### src/rtl/uart_word_rx.sv
// Byte-to-word receive framer: synchronises the uart byte strobe, checks
// header/payload/XOR-checksum framing and hands out one word per good frame.
module uart_word_rx #(
   parameter int         WORD_BYTES  = 4,
   parameter logic [7:0] HEADER      = 8'hA5,
   parameter int         TIMEOUT_CYC = 65535
) (
   input  logic                    clk,
   input  logic                    rst,
   input  logic                    read_done,
   input  logic [7:0]              read_data,
   output logic [8*WORD_BYTES-1:0] data,
   output logic                    valid,
   input  logic                    ack,
   output logic                    err,
   output logic                    overrun,
   output logic [3:0]              sta
);

   localparam int              DW        = 8 * WORD_BYTES;
   localparam int              CW        = (WORD_BYTES > 1) ? $clog2(WORD_BYTES) : 1;
   localparam logic [CW-1:0]   LAST_IDX  = CW'(WORD_BYTES - 1);
   localparam logic [15:0]     TIMEOUT_V = 16'(TIMEOUT_CYC);

   typedef enum logic [1:0] {
      IDLE    = 2'd0,
      PAYLOAD = 2'd1,
      CHECK   = 2'd2,
      HOLD    = 2'd3
   } state_t;

   state_t          state_q, state_d;
   logic            sync1_q, sync2_q, sync3_q;
   logic            strobe_q, strobe_d;
   logic [CW-1:0]   count_q, count_d;
   logic [7:0]      chk_q, chk_d;
   logic [15:0]     timer_q, timer_d;
   logic [DW-1:0]   shift_q, shift_d;
   logic [DW-1:0]   data_q, data_d;
   logic            err_q, err_d;
   logic            overrun_q, overrun_d;

   // Registered edge detect puts the strobe 3 clk after read_done rises.
   always_comb begin
      strobe_d = sync2_q & ~sync3_q;
   end

   always_ff @(posedge clk or negedge rst) begin
      if (!rst) begin
         sync1_q   <= 1'b0;
         sync2_q   <= 1'b0;
         sync3_q   <= 1'b0;
         strobe_q  <= 1'b0;
         state_q   <= IDLE;
         count_q   <= '0;
         chk_q     <= '0;
         timer_q   <= '0;
         shift_q   <= '0;
         data_q    <= '0;
         err_q     <= 1'b0;
         overrun_q <= 1'b0;
      end else begin
         sync1_q   <= read_done;
         sync2_q   <= sync1_q;
         sync3_q   <= sync2_q;
         strobe_q  <= strobe_d;
         state_q   <= state_d;
         count_q   <= count_d;
         chk_q     <= chk_d;
         timer_q   <= timer_d;
         shift_q   <= shift_d;
         data_q    <= data_d;
         err_q     <= err_d;
         overrun_q <= overrun_d;
      end
   end

   always_comb begin
      state_d   = state_q;
      count_d   = count_q;
      chk_d     = chk_q;
      timer_d   = timer_q;
      shift_d   = shift_q;
      data_d    = data_q;
      err_d     = 1'b0;
      overrun_d = overrun_q;
      case (state_q)
         IDLE: begin
            if (strobe_q && (read_data == HEADER)) begin
               state_d = PAYLOAD;
               count_d = '0;
               chk_d   = '0;
               timer_d = '0;
            end
         end
         PAYLOAD: begin
            if (strobe_q) begin
               for (int i = 0; i < WORD_BYTES; i++) begin
                  if (count_q == CW'(i)) shift_d[8*i +: 8] = read_data;
               end
               chk_d   = chk_q ^ read_data;
               timer_d = '0;
               if (count_q == LAST_IDX) state_d = CHECK;
               else                     count_d = count_q + CW'(1);
            end else if (timer_q == TIMEOUT_V) begin
               state_d = IDLE;
               err_d   = 1'b1;
            end else begin
               timer_d = timer_q + 16'd1;
            end
         end
         CHECK: begin
            if (strobe_q) begin
               timer_d = '0;
               if (read_data == chk_q) begin
                  state_d = HOLD;
                  data_d  = shift_q;
               end else begin
                  state_d = IDLE;
                  err_d   = 1'b1;
               end
            end else if (timer_q == TIMEOUT_V) begin
               state_d = IDLE;
               err_d   = 1'b1;
            end else begin
               timer_d = timer_q + 16'd1;
            end
         end
         HOLD: begin
            // A byte arriving before the consumer acks is lost, even alongside ack.
            if (strobe_q) overrun_d = 1'b1;
            if (ack)      state_d   = IDLE;
         end
         default: state_d = IDLE;
      endcase
   end

   always_comb begin
      valid   = (state_q == HOLD);
      sta     = {2'b00, state_q};
      data    = data_q;
      err     = err_q;
      overrun = overrun_q;
   end

endmodule

### config.mk
export PLATFORM = sky130hd
export DESIGN_NAME = uart_word_rx
export DESIGN_NICKNAME = d
export VERILOG_FILES = /design/src/rtl/uart_word_rx.sv
export SDC_FILE = /design/constraint.sdc
export NUM_CORES = 1
export LEC_CHECK = 0
export CORE_MARGIN = 2
export CORE_UTILIZATION = 25
export DETAILED_ROUTE_END_ITERATION = 10
export PLACE_DENSITY = 0.51
export SLEW_MARGIN = 20
export SYNTH_ARGS = -nofsm -noshare
export SYNTH_HDL_FRONTEND = slang
export SYNTH_SLANG_ARGS = --single-unit
### constraint.sdc
create_clock -name clk -period 1.95 [get_ports clk]
set_input_delay 0.195 -clock clk [delete_from_list [all_inputs] [get_ports clk]]
set_output_delay 0.195 -clock clk [all_outputs]
set_load 0.02 [all_outputs]
==> Word-level counts from Yosys, hierarchy flattened <==
Cells that the tools add are included.
{ "word_totals": {"ff_bits": 98, "latchBits": 0, "ram_bits": 0, "mem_bits_ro": 0, "inputBits": 12, "output_inout_bits": 39, "word_cells": 75, "memories": 0} }
{ "classes": {"add_sub_neg": 2, "n_mul": 0, "n_div": 0, "n_lt_le_gt_ge": 0, "eq_ne": 15, "shifts": 0, "n_mux": 24, "bitwise_logic": 3, "reduce_logical": 16} }
{ "ops": {"columns": ["op", "count"], "rows": [
  ["two-way mux 16 bit", 3],
  ["case mux 16 bit (2 select lines)", 1],
  ["AND reduction 3 bit", 8],
  ["two-way mux 2 bit", 10],
  ["adder 16 x 1 -> 16 bit (second input constant)", 1],
  ["== test 16 bit (second input constant)", 1],
  ["two-way mux 8 bit", 2],
  ["case mux 8 bit (2 select lines)", 1],
  ["== test 2 bit (second input constant)", 4],
  ["== test 8 bit", 1],
  ["== test 8 bit (second input constant)", 1],
  ["case mux 2 bit (4 select lines)", 1],
  ["XOR 8 bit", 1],
  ["!= test 2 bit (second input constant)", 3],
  ["!= test 3 bit (second input constant)", 2],
  ["== test 2 x 1 -> 1 bit (second input constant)", 2],
  ["zero test 2 bit", 2],
  ["two-way mux 1 bit", 4],
  ["case mux 2 bit (2 select lines)", 1],
  ["AND reduction 4 bit", 1],
  ["nonzero test 2 bit", 2],
  ["adder 2 x 1 -> 2 bit (second input constant)", 1],
  ["!= test 2 x 1 -> 1 bit (second input constant)", 1],
  ["case mux 1 bit (2 select lines)", 1],
  ["other kinds (5)", 5]
]} }

==> Logic depth before layout (Yosys ltp) <==
{ "logic_depth": {"word_depth": 4, "ltp_mapped": 8, "ltp_nobuf": 7} }

==> Least setup slack after synthesis <==
Ideal clock, no wire load.
{ "synth_path": {"kind": "register -> register", "startpoint": "register state_q[0]", "endpoint": "register timer_q[13]", "setup_time_ns": 0.078, "arrival_ns": 2.170, "t_required_ns": 1.872, "path_slack_ns": -0.298, "path_stages_with_launch": 6, "path_buffers": 0, "synth_period_minus_slack_ns": 2.248, "path_cell_list": "dfrtp_1 ha_1 o41a_4 a21o_4 or4_1 a21oi_1"} }
{ "synth_between": {"elab_chain_len": 4, "word_cells_on_any_way": 9, "classes_between": "eq/ne: 4; mux: 1; reduce/logical: 4"} }
{ "synth_lines": {"columns": ["element", "line", "source"], "rows": [
  ["start: declaration", "32", "state_t state_q, state_d;"],
  ["start signal: assignment", "67", "state_q <= state_d;"],
  ["== test 2 bit or == test 2 x 1 -> 1 bit (tied branches)", "87", "case (state_q)"],
  ["OR reduction 2 bit (no source line)", null, null],
  ["!= test 3 bit (no source line) or nonzero test 2 bit (tied branches)", null, null],
  ["AND reduction 3 bit (no source line)", null, null],
  ["end signal: assignment", "70", "timer_q <= timer_d;"],
  ["end: declaration", "37", "logic [15:0] timer_q, timer_d;"]
]} }
Parallel ways exist; a longest one is shown, timed or not.
A chain may end at the register's enable or synchronous reset.

==> Final worst setup path <==
{ "layout_path": {"startpoint": "input read_data[6]", "endpoint": "register timer_q[13]"} }
{ "layout_between": {"elab_chain_len": 4} }
{ "layout_lines": {"columns": ["element", "line", "source"], "rows": [
  ["start: declaration", "11", "input logic [7:0] read_data,"],
  ["== test 8 bit", "89", "if (strobe_q && (read_data == HEADER)) begin"],
  ["logical AND 1 bit", "89", null],
  ["!= test 2 bit (no source line)", null, null],
  ["AND reduction 3 bit (no source line)", null, null]
]} }
Every way passes these cells.

==> impl_results.md <==
- Clock-pin slew on the worst setup and hold paths: around 70 ps
- Worst Path Required: 2220 ps
- DR vias: roughly 3200
- Pwr Density: 1210 nW/um2
- Final setup fails: 0
- DR vias/cell: 4.64
- VDD IR max: 0.611 mV
- Fill count: 1699
- Final Hold Fails: 0
- CTS Buf Count: 9
- Final WL: about 11000 um
- Layout cells sized above 1: a little over a third
- Largest net degree at the start of global routing: 43
- Yosys warning count: 0
- Die Ht: 137 um
- Row count: 48
- Initial DRT Pass Iterations: 4
- Post-synth ARST share: 100%
- Layout overhead on the synthesized area: 35.5%
- ANT cells: 0
- R2R setup slack: 50 ps
- Die ar.: 18700 um2
- Area of the mapped netlist: about 4400 um2
- CP endpoint kind: flip-flop
- Width of the chip: around 140 um
- Seq/Total Area, Yosys: between 50% and 60%
- Clock power share: 24.5%
- Worst EP arrival: 2200 ps
- Worst R2R End: timer_q[13]
- Avg Inst Size Synth: 12.4 um2
- Initial DRC count: 159
- Final slew viol count: 0
- DPL Wire Length: between 7000 and 8000 um
- Maximum operating frequency: 0.518 GHz
- Min Tclk post-route: a little under 2000 ps
- CTS Root Cell: clkbuf_16
- Routed Antenna Nets: 0
- Most used DFF post-synth: dfrtp_1
- Overall Global Routing Usage: roughly an eighth
- Most common cell after layout, fill and taps aside: dfrtp_1
- First-pass GRT wire length: 17200 um
- Setup slack at placement: -563 ps
- Sequential cell area: 2450 um2
- Final clock skew: 9.77 ps
- DR WL/cell: 15.7 um
- Cell Int Power: 0.00489 W
- Gr ovfl total: 0
- CTS tree: done
- Total net switching power: approximately 0.0024 W
- Crit path launch type: primary input
- Leak: between 2 and 3 nW
- Worst-Skew Late Latency: between 300 and 400 ps
- Initial antenna violation count: 0
- Reg2Reg Launch Point: strobe_q
- Worst hold endpoint: sync1_q
- Sink Count: 98
- Sw frac: between 30 and 40%
- CTS max path bufs: 2
- Top Ports: 51
- Worst hold slack: 295 ps
- Drt drc: 0
- Sequential share of power: 39.4%
- Mapped Cells: approximately 360
- Vias in the first global route: 3287
- Crit path from: read_data[6]
- CP max FO: 4
- Hold Crit Start: read_done
- Post-synth cell types: between 40 and 50
- Status: finished clean
- # port buffers: 48
- Final GP Congestion: 0.762
- Kind of critical path: primary input to flip-flop
- Combinational share of power: 36.1%
- Initial Util: 25.5%
- R2R cell count: 5
- Unrepaired setup endpoints after global routing: yes
- H-tree depth: 3
- Post-synth EDFFs: 0
- Most frequent cells in the layout: 96 x dfrtp_1, 64 x mux2_2, 50 x buf_4
- Final worst-path cycle share: 98.9%
- Hold depth: 1
- Worst hold path type: primary input to flip-flop
- Max_cap viols: 0
- Area of the multi-input gates: 1940 um2
- Core area: about 17000 um2
- Final setup margin: 21.2 ps
- Final #Nets: 477
- Yosys reg bits: 98
## routing by layer
metal  wire length (um)  track usage (%)
met1               5200             16.0
met2               5190             19.5
met3                271             2.67
met4                109             3.01
met5                  0                0
## power groups by stage
| stage | Combinational [W] | Sequential [W] | Clock (W) |
|---|---|---|---|
| floorplan | 0.00150 | 0.00284 | 0 |
| global placement | 0.00238 | 0.00287 | 0 |
| detailed placement | 0.00246 | 0.00289 | 0 |
| CTS | 0.00254 | 0.00285 | 0.00185 |
| global route | 0.00286 | 0.00292 | 0.00191 |
| finish | 0.00261 | 0.00285 | 0.00178 |
## timing repair
| item | in CTS | in global routing |
|---|---|---|
| cloned | 0 | 3 |
| pin swaps | 4 | 8 |
| endpoints found under the hold margin | 33 | 0 |
| endpoints found under the setup margin | 38 | 57 |
| hold buffers | 1 | 0 |
| resized for setup | 5 | 27 |
| setup buffers | 2 | 5 |
## through the flow
stage	setup TNS [ps]	cells	area, um2	power (W)	utilization [%]
final	0	685	5960	0.00724	34.6
after floorplan	-253	356	4440	0.00434	-
after CTS	-153	677	5830	0.00723	33.8
after global placement	-20570	659	5490	0.00525	31.9
after global routing	-67.9	685	5960	0.00769	34.6
after detailed placement	-21940	659	5490	0.00535	31.9
## synthesized netlist by cell type (4+ instances only)
master,n,area share (%)
a21oi_1,8,0.91
a221o_1,4,0.91
and4_1,4,0.80
clkbuf_1,13,1.1
dfrtp_1,98,56
ha_1,9,2.6
inv_1,10,0.85
mux2_2,64,16
nand2_1,22,1.9
nand3_1,9,1.0
nand3b_1,8,1.4
nand4_1,6,0.85
nor2_1,10,0.85
nor2b_1,6,0.85
nor3b_1,4,0.68
o211ai_1,5,0.85
o21ai_0,14,1.6
o31ai_1,6,1.0
xnor2_1,11,2.2
## worst max-delay path by stage
stage	endpoint	depth (start not counted)
after global routing	count_q[1]	8
final	timer_q[13]	6
after floorplan	timer_q[13]	7
after global placement	timer_q[15]	6
after detailed placement	timer_q[14]	7
after CTS	timer_q[15]	5
## flip-flops by register name, indices dropped and copies added (netlist names)
register  cells
state_q       2
count_q       2
overrun       1
chk_q         8
sync1_q       1
strobe_q      1
shift_q      32
sync3_q       1
err           1
sync2_q       1
timer_q      16
data         32
## worst max-delay path, stage by stage
cell and delay [ps]:
clkdlybuf4s50_1 490, nand2b_1 220, o41a_4 490, a21o_4 200, or4_4 480, a21oi_2 140
## logic make-up after synthesis
logic type | count (synthesis) | share of synthesized area, %
flip-flops | 98 | 55.7
AND/OR/NAND/NOR | 87 | 11.0
multiplexers | 65 | 16.6
AO/OA/AOI/OAI | 58 | 9.49
buffers and inverters | 26 | 2.39
XOR/XNOR | 11 | 2.19
adder cells (fa/ha/maj) | 9 | 2.56
other | 1 | 0.0852
## layout make-up
cell class | instances | share of cell area, %
repair buffers | 105 | 16.1
flip-flops and latches | 98 | 41.2
well taps | 225 | 4.72
clock inverters | 5 | 1.05
multi-input cells | 232 | 32.5
clock buffers | 10 | 3.84
inverters | 10 | 0.629
Note: power is estimated with default switching activity, not from simulation.
